## config.mk

```make
export PLATFORM = sky130hd
export DESIGN_NAME = image_pipe_v2
export DESIGN_NICKNAME = d
export VERILOG_FILES = /design/src/rtl/image_pipe_v2.sv
export SDC_FILE = /design/constraint.sdc
export NUM_CORES = 1
export LEC_CHECK = 0
export BUFFER_PORTS_ARGS = -buffer_cell sky130_fd_sc_hd__buf_2
export CAP_MARGIN = 20
export CORE_ASPECT_RATIO = 0.5
export CORE_MARGIN = 2
export CORE_UTILIZATION = 30
export DETAILED_ROUTE_END_ITERATION = 7
export PLACE_DENSITY = 0.43
export SYNTH_ARGS = -nofsm -noshare
export SYNTH_HDL_FRONTEND = slang
export SYNTH_SLANG_ARGS = --single-unit
```

## constraint.sdc

```tcl
create_clock -name clk -period 9.9 [get_ports clk]
set_input_delay 0.495 -clock clk [delete_from_list [all_inputs] [get_ports clk]]
set_output_delay 0.495 -clock clk [all_outputs]
set_load 0.1 [all_outputs]
```

## src/rtl/image_pipe_v2.sv

```systemverilog
// rtl/image_pipe_v2.sv - multi-lane pixel stage: input buffer, per-lane gain/offset/saturate, stall-absorbing output register
module image_pipe_v2 #(
    parameter int DW     = 8,
    parameter int NUM_CH = 3,
    parameter int DEPTH  = 8
) (
    input  logic                 clk,
    input  logic                 rst,
    input  logic [NUM_CH*DW-1:0] image_pipe_data_in,
    input  logic                 image_pipe_valid_in,
    input  logic                 image_pipe_end_in,
    output logic                 image_pipe_busy_out,
    output logic [NUM_CH*DW-1:0] image_pipe_data_out,
    output logic                 image_pipe_valid_out,
    output logic                 image_pipe_end_out,
    input  logic                 image_pipe_busy_in,
    input  logic                 reg_cpu_cs,
    input  logic                 reg_cpu_we,
    input  logic                 reg_cpu_re,
    input  logic [31:2]          reg_cpu_addr,
    input  logic [31:0]          reg_cpu_data_wr,
    output logic [31:0]          reg_cpu_data_rd,
    output logic                 reg_cpu_wack,
    output logic                 reg_cpu_rdv
);
    localparam int W  = NUM_CH * DW;
    localparam int AW = $clog2(DEPTH);
    localparam logic [AW:0] FULL_LVL = (AW+1)'(DEPTH);
    localparam logic [AW:0] HIGH_LVL = (AW+1)'(DEPTH - 2);
    localparam logic [AW:0] PTR_ONE  = (AW+1)'(1);
    localparam logic [13:0] ADDR_CTRL   = 14'h0;
    localparam logic [13:0] ADDR_GAIN   = 14'h1;
    localparam logic [13:0] ADDR_OFFSET = 14'h2;
    localparam logic [13:0] ADDR_STATUS = 14'h3;

    logic          enable_q, enable_d, bypass_q, ovf_q;
    logic [7:0]    gain_q, offset_q;
    logic [15:0]   frame_cnt_q;
    logic [AW:0]   wr_ptr_q, rd_ptr_q, level, level_d;
    logic [W:0]    mem_q [DEPTH];
    logic [W:0]    head;
    logic [W-1:0]  proc_data, data_q;
    logic          valid_q, end_q, busy_q;
    logic          push, pop, accept_out, wr_en, rd_req, rd_req_q;
    logic [13:0]   reg_idx;
    logic [31:0]   rd_mux, rd_data_q;
    logic          wack_q, rdv_q;
    logic [DW-1:0] lane;
    logic [DW+7:0] prod;
    logic [DW+5:0] sum;
    logic          unused_bits;

    assign unused_bits = ^{reg_cpu_addr[31:16], reg_cpu_data_wr[31:17], reg_cpu_data_wr[15:8]};

    assign reg_idx    = reg_cpu_addr[15:2];
    assign wr_en      = reg_cpu_cs && reg_cpu_we;
    assign rd_req     = reg_cpu_cs && reg_cpu_re;
    assign level      = wr_ptr_q - rd_ptr_q;
    assign head       = mem_q[rd_ptr_q[AW-1:0]];
    assign accept_out = valid_q && !image_pipe_busy_in;
    assign pop        = (level != '0) && (!valid_q || !image_pipe_busy_in);
    // A pop in the same cycle frees a slot, so a full buffer can still take a beat.
    assign push       = image_pipe_valid_in && enable_q && ((level != FULL_LVL) || pop);
    assign level_d    = level + {{AW{1'b0}}, push} - {{AW{1'b0}}, pop};
    assign enable_d   = (wr_en && reg_idx == ADDR_CTRL) ? reg_cpu_data_wr[0] : enable_q;

    always_comb begin
        proc_data = '0;
        lane      = '0;
        prod      = '0;
        sum       = '0;
        for (int k = 0; k < NUM_CH; k++) begin
            lane = head[k*DW +: DW];
            prod = {8'd0, lane} * {{DW{1'b0}}, gain_q};
            sum  = (DW+6)'(prod >> 4) + {{(DW-2){offset_q[7]}}, offset_q};
            if (bypass_q)
                proc_data[k*DW +: DW] = lane;
            else if (sum[DW+5])
                proc_data[k*DW +: DW] = '0;
            else if (|sum[DW+4:DW])
                proc_data[k*DW +: DW] = '1;
            else
                proc_data[k*DW +: DW] = sum[DW-1:0];
        end
    end

    always_comb begin
        rd_mux = '0;
        case (reg_idx)
            ADDR_CTRL:   rd_mux = {30'd0, bypass_q, enable_q};
            ADDR_GAIN:   rd_mux = {24'd0, gain_q};
            ADDR_OFFSET: rd_mux = {24'd0, offset_q};
            ADDR_STATUS: rd_mux = {8'(level), 7'd0, ovf_q, frame_cnt_q};
            default:     rd_mux = '0;
        endcase
    end

    always_ff @(posedge clk) begin
        if (push)
            mem_q[wr_ptr_q[AW-1:0]] <= {image_pipe_end_in, image_pipe_data_in};
    end

    always_ff @(posedge clk or posedge rst) begin
        if (rst) begin
            enable_q    <= 1'b1;
            bypass_q    <= 1'b0;
            gain_q      <= 8'h10;
            offset_q    <= 8'h00;
            ovf_q       <= 1'b0;
            frame_cnt_q <= 16'd0;
            wr_ptr_q    <= '0;
            rd_ptr_q    <= '0;
            busy_q      <= 1'b0;
            data_q      <= '0;
            valid_q     <= 1'b0;
            end_q       <= 1'b0;
            rd_data_q   <= 32'd0;
            rd_req_q    <= 1'b0;
            wack_q      <= 1'b0;
            rdv_q       <= 1'b0;
        end else begin
            enable_q <= enable_d;
            if (wr_en && reg_idx == ADDR_CTRL)   bypass_q <= reg_cpu_data_wr[1];
            if (wr_en && reg_idx == ADDR_GAIN)   gain_q   <= reg_cpu_data_wr[7:0];
            if (wr_en && reg_idx == ADDR_OFFSET) offset_q <= reg_cpu_data_wr[7:0];
            // A new drop wins over a simultaneous clear so no overflow event is lost.
            if (image_pipe_valid_in && !push)
                ovf_q <= 1'b1;
            else if (wr_en && reg_idx == ADDR_STATUS && reg_cpu_data_wr[16])
                ovf_q <= 1'b0;
            if (push) wr_ptr_q <= wr_ptr_q + PTR_ONE;
            if (pop)  rd_ptr_q <= rd_ptr_q + PTR_ONE;
            busy_q <= (level_d >= HIGH_LVL) || !enable_d;
            if (pop) begin
                data_q  <= proc_data;
                valid_q <= 1'b1;
                end_q   <= head[W];
            end else if (accept_out) begin
                valid_q <= 1'b0;
                end_q   <= 1'b0;
            end
            if (accept_out && end_q) frame_cnt_q <= frame_cnt_q + 16'd1;
            rd_req_q <= rd_req;
            if (rd_req && !rd_req_q) rd_data_q <= rd_mux;
            wack_q <= wr_en;
            rdv_q  <= rd_req;
        end
    end

    assign image_pipe_busy_out  = busy_q;
    assign image_pipe_data_out  = data_q;
    assign image_pipe_valid_out = valid_q;
    assign image_pipe_end_out   = end_q;
    assign reg_cpu_data_rd      = rd_data_q;
    assign reg_cpu_wack         = wack_q;
    assign reg_cpu_rdv          = rdv_q;
endmodule

```

==> flow_summary.yaml <==
setup_path:
  reg2reg_from: "rd_ptr_q[2]"
  cp.depth: 26
  slowest_stage: "inv_2"
  crit_path_end_kind: "flop"
  r2r_cells: 26
  critPathMaxStageDelay_ns: 0.75
  required_ns: 10.40
  worstReg2RegEnd: "image_pipe_data_out[2]"
  crit_family: "adder cells"
  crit_top_cell: "fa_1"
  worstPathMaxFanout: 20
  critPathKind: "reg2reg"
  crit_buf_inv: 4
  crit_path_start_kind: "flop"
  arrival_ns: 8.63
  regToRegSetupSlack_ns: 1.77
placed_design:
  place_ws_ns: 1.58
  gp_congestion: 0.786
  io_buffer_count: 104
  dp_hpwl_mm: 35.1
  dpl_cell_area_mm2: 0.0215
routing:
  first_pass_iters: 6
  met2_length_mm: 22.4
  wl_per_cell_um: 18.6
  drt_iter0_markers: 616
  dr_total_vias: 12400
  wl_met1_mm: 25.2
  detail-route-antenna-nets: 0
  dr_wl_met3_mm: 1.51
  drc: 0
  top_layer: "met5"
  drt_wl_total_mm: 49.7
  vias_per_cell: 4.65
power:
  p_clk_share_pct: 29.2
  p_per_area_mw_per_mm2: 163
  power_leakage_nw: 9.78
  internal-power_mw: 2.35
  switchingPower_mw: 1.31
  sequentialPowerShare_pct: 38.8
  combPwrFrac_pct: 32.0
  total_power_mw: 3.66
  ir_worst_vdd_uv: 105
  switching_share_pct: 35.8
floorplanning:
  coreArea_mm2: 0.0650
  die_h_um: 185
  die_area_mm2: 0.0680
  fp.dieW_um: 367
  fp-row-count: 66
  initial_utilization_pct: 30.4
  pin_count: 155
min_path:
  hold_end: "reg_cpu_rdv"
  holdCritStartpoint: "reg_cpu_re"
  min_path_cells: 2
  hold_class: "in2reg"
clocking:
  cts-resized-gates: 0
  cts_setup_buffers: 0
  clockBufferDepth: 3
  cts-buffers-inserted: 30
  cts_hold_buf: 1
  clock_sinks: 293
  htreeDepth: 1
  clkSlewWorstSetupHoldPaths_ns: 0.07
  tritoncts: "done"
  clk_latency_ns: 0.60
  cts-root-buf: "clkbuf_16"
timing:
  finalClockSkew_ns: 0.0322
  layout_setup_ws_ns: 1.77
  layout_min_cycle_time_ns: 8.13
  rsz0062_at_grt: "false"
  fin_tns_setup_ns: 0
  worst_slew_pin_slew_ns: 1.05
  holdWs_ns: 0.162
  hold_viol: 0
  slew_viol_final: 0
  setup_viol_count_final: 0
  slew_headroom_pct: 29.9
  finalCritPeriodShare_pct: 82.1
  fmax_ghz: 0.123
global_route:
  grt_start_max_net_pins: 58
  grt_pass1_vias: 12900
  antenna_found_initial: 1
  grt-ovfl-total: 0
  grt_pass1_wl_mm: 77.9
  grt_usage_pct: 14.9
synthesis:
  yosys_warnings: 0
  synthArstFlopShare_pct: 31.7
  synth-seq-cells: 293
  netlist_area_mm2: 0.0197
  avgSynthCellArea_um2: 12.1
  synth_cell_types: 76
  syn_inst: 1631
  ys.flop_type: "edfxtp_1"
  yosysSeqAreaShare_pct: 42.3
  synth_edf_count: 200
cells_and_area:
  drive_gt1_share_pct: 16.7
  syn2layout_area_growth_pct: 13.7
  nFillCells: 6506
  stdcell_area_mm2: 0.0224
  nNetsFinal: 2123
status:
  status: "finished, final reports clean"
job:
  drv_cap: 0
-- state kept, by name, indices dropped and copies added (netlist names) --
signal,flops
offset_q,8
reg_cpu_data_rd,21
enable_q,1
image_pipe_data_out,24
frame_cnt_q,16
ovf_q,1
mem_q,200
rd_ptr_q,4
image_pipe_busy_out,1
gain_q,8
image_pipe_end_out,1
bypass_q,1
image_pipe_valid_out,1
reg_cpu_rdv,1
reg_cpu_wack,1
wr_ptr_q,4
-- stage by stage --
| step | util (%) | instances |
|---|---|---|
| 2_1_floorplan | - | 1641 |
| 3_3_place_gp | 33.1 | 2615 |
| 3_5_place_dp | 33.1 | 2615 |
| 4_1_cts | 34.5 | 2669 |
| 5_1_grt | 34.5 | 2671 |
| 6_report | 34.5 | 2675 |
-- synth_stat cells (35+ instances only) --
library cell	count	share of area, %
nor2b_1	166	5.3
dfrtp_1	91	12
fa_1	113	11
o21ai_0	50	1.3
mux4_2	47	5.4
edfxtp_1	200	30
xnor2_1	54	2.4
nand2b_1	35	1.1
nand2_1	82	1.6
inv_1	151	2.9
nor2_1	88	1.7
ha_1	150	9.5
a21oi_1	49	1.2
clkbuf_1	35	0.67
-- cells in the final DEF (no fill, tap or decap), types with 12 or more instances in the layout --
| master | netlist | routed |
|---|---|---|
| dfrtp_1 | 91 | 89 |
| nand3_1 | 22 | 22 |
| nor2b_1 | 166 | 166 |
| xor2_1 | 20 | 20 |
| mux2_2 | 25 | 25 |
| nand4_1 | 12 | 12 |
| buf_4 | 11 | 43 |
| o21ai_0 | 50 | 50 |
| nor2_1 | 88 | 82 |
| mux2i_1 | 29 | 23 |
| a21oi_1 | 49 | 49 |
| nor3_1 | 24 | 22 |
| edfxtp_1 | 200 | 200 |
| a22oi_1 | 14 | 14 |
| nand2_1 | 82 | 82 |
| inv_1 | 151 | 149 |
| nand2b_1 | 35 | 35 |
| xnor2_1 | 54 | 54 |
| mux4_2 | 47 | 47 |
| clkbuf_16 | 0 | 30 |
| ha_1 | 150 | 150 |
| fa_1 | 113 | 113 |
| buf_2 | 6 | 104 |
| a21o_1 | 16 | 16 |
-- layout make-up --
| class | instances | area (um2) | area share (%) |
|---|---|---|---|
| diodes | 4 | 10.0 | 0.0446 |
| clock buffers | 40 | 798 | 3.56 |
| clock inverters | 13 | 100 | 0.446 |
| inverters | 151 | 569 | 2.54 |
| multi-input cells | 1140 | 10600 | 47.4 |
| flip-flops and latches | 293 | 8340 | 37.2 |
| well taps | 884 | 1110 | 4.93 |
| repair buffers | 150 | 868 | 3.87 |
-- per-layer routing --
| layer | up-vias | track usage, % |
|---|---|---|
| li1 | 6019 | - |
| met1 | 6256 | 21.5 |
| met2 | 126 | 24.1 |
| met3 | 43 | 2.05 |
| met4 | 2 | 2.39 |
| met5 | - | 0 |
-- power groups by stage --
stage / clock [mW] / combinational (mW) / sequential, mW
floorplan: 0 / 0.708 / 1.41
global placement: 0 / 1.19 / 1.45
detailed placement: 0 / 1.19 / 1.45
CTS: 1.10 / 1.20 / 1.43
global route: 1.15 / 1.27 / 1.43
finish: 1.07 / 1.17 / 1.42
-- logic make-up (layout without fill, tap and decap cells) --
logic type	Yosys count	in the layout	share of synthesized area, %
compound gates	219	219	7.63
xor+xnor	74	74	3.29
fa+ha+maj	263	263	21.0
buf+inv	208	354	4.33
flops	293	293	42.3
mux	106	106	8.93
other cells	1	15	0.0190
simple gates	467	467	12.6
-- worst register-to-register path: stages (launching register included) --
cell and delay, ns:
dfrtp_1 0.64, inv_2 0.75, mux2i_2 0.69, buf_4 0.28, nor2b_1 0.07, fa_1 0.39, inv_1 0.09, fa_1 0.40
fa_1 0.47, fa_1 0.54, inv_1 0.04, ha_1 0.32, o21ai_0 0.12, a21boi_0 0.27, o21ai_0 0.15, a21boi_0 0.27
o21ai_0 0.15, a211oi_1 0.35, nor2_1 0.09, xnor2_1 0.13, ha_1 0.22, a21oi_1 0.21, o211ai_1 0.14, a31oi_1 0.37
mux2i_1 0.66, nor2_1 0.11, a21oi_1 0.14
-- worst max-delay path by stage --
stage                startpoint                 endpoint  slack [ns]
detailed placement  rd_ptr_q[2]   image_pipe_data_out[1]        1.58
floorplan           rd_ptr_q[0]  image_pipe_data_out[22]        2.63
global route        rd_ptr_q[0]  image_pipe_data_out[17]        0.95
CTS                 rd_ptr_q[2]   image_pipe_data_out[2]        1.58
global placement    rd_ptr_q[2]   image_pipe_data_out[1]        1.64
finish              rd_ptr_q[2]   image_pipe_data_out[2]        1.77
Note: power is estimated with default switching activity, not from simulation.
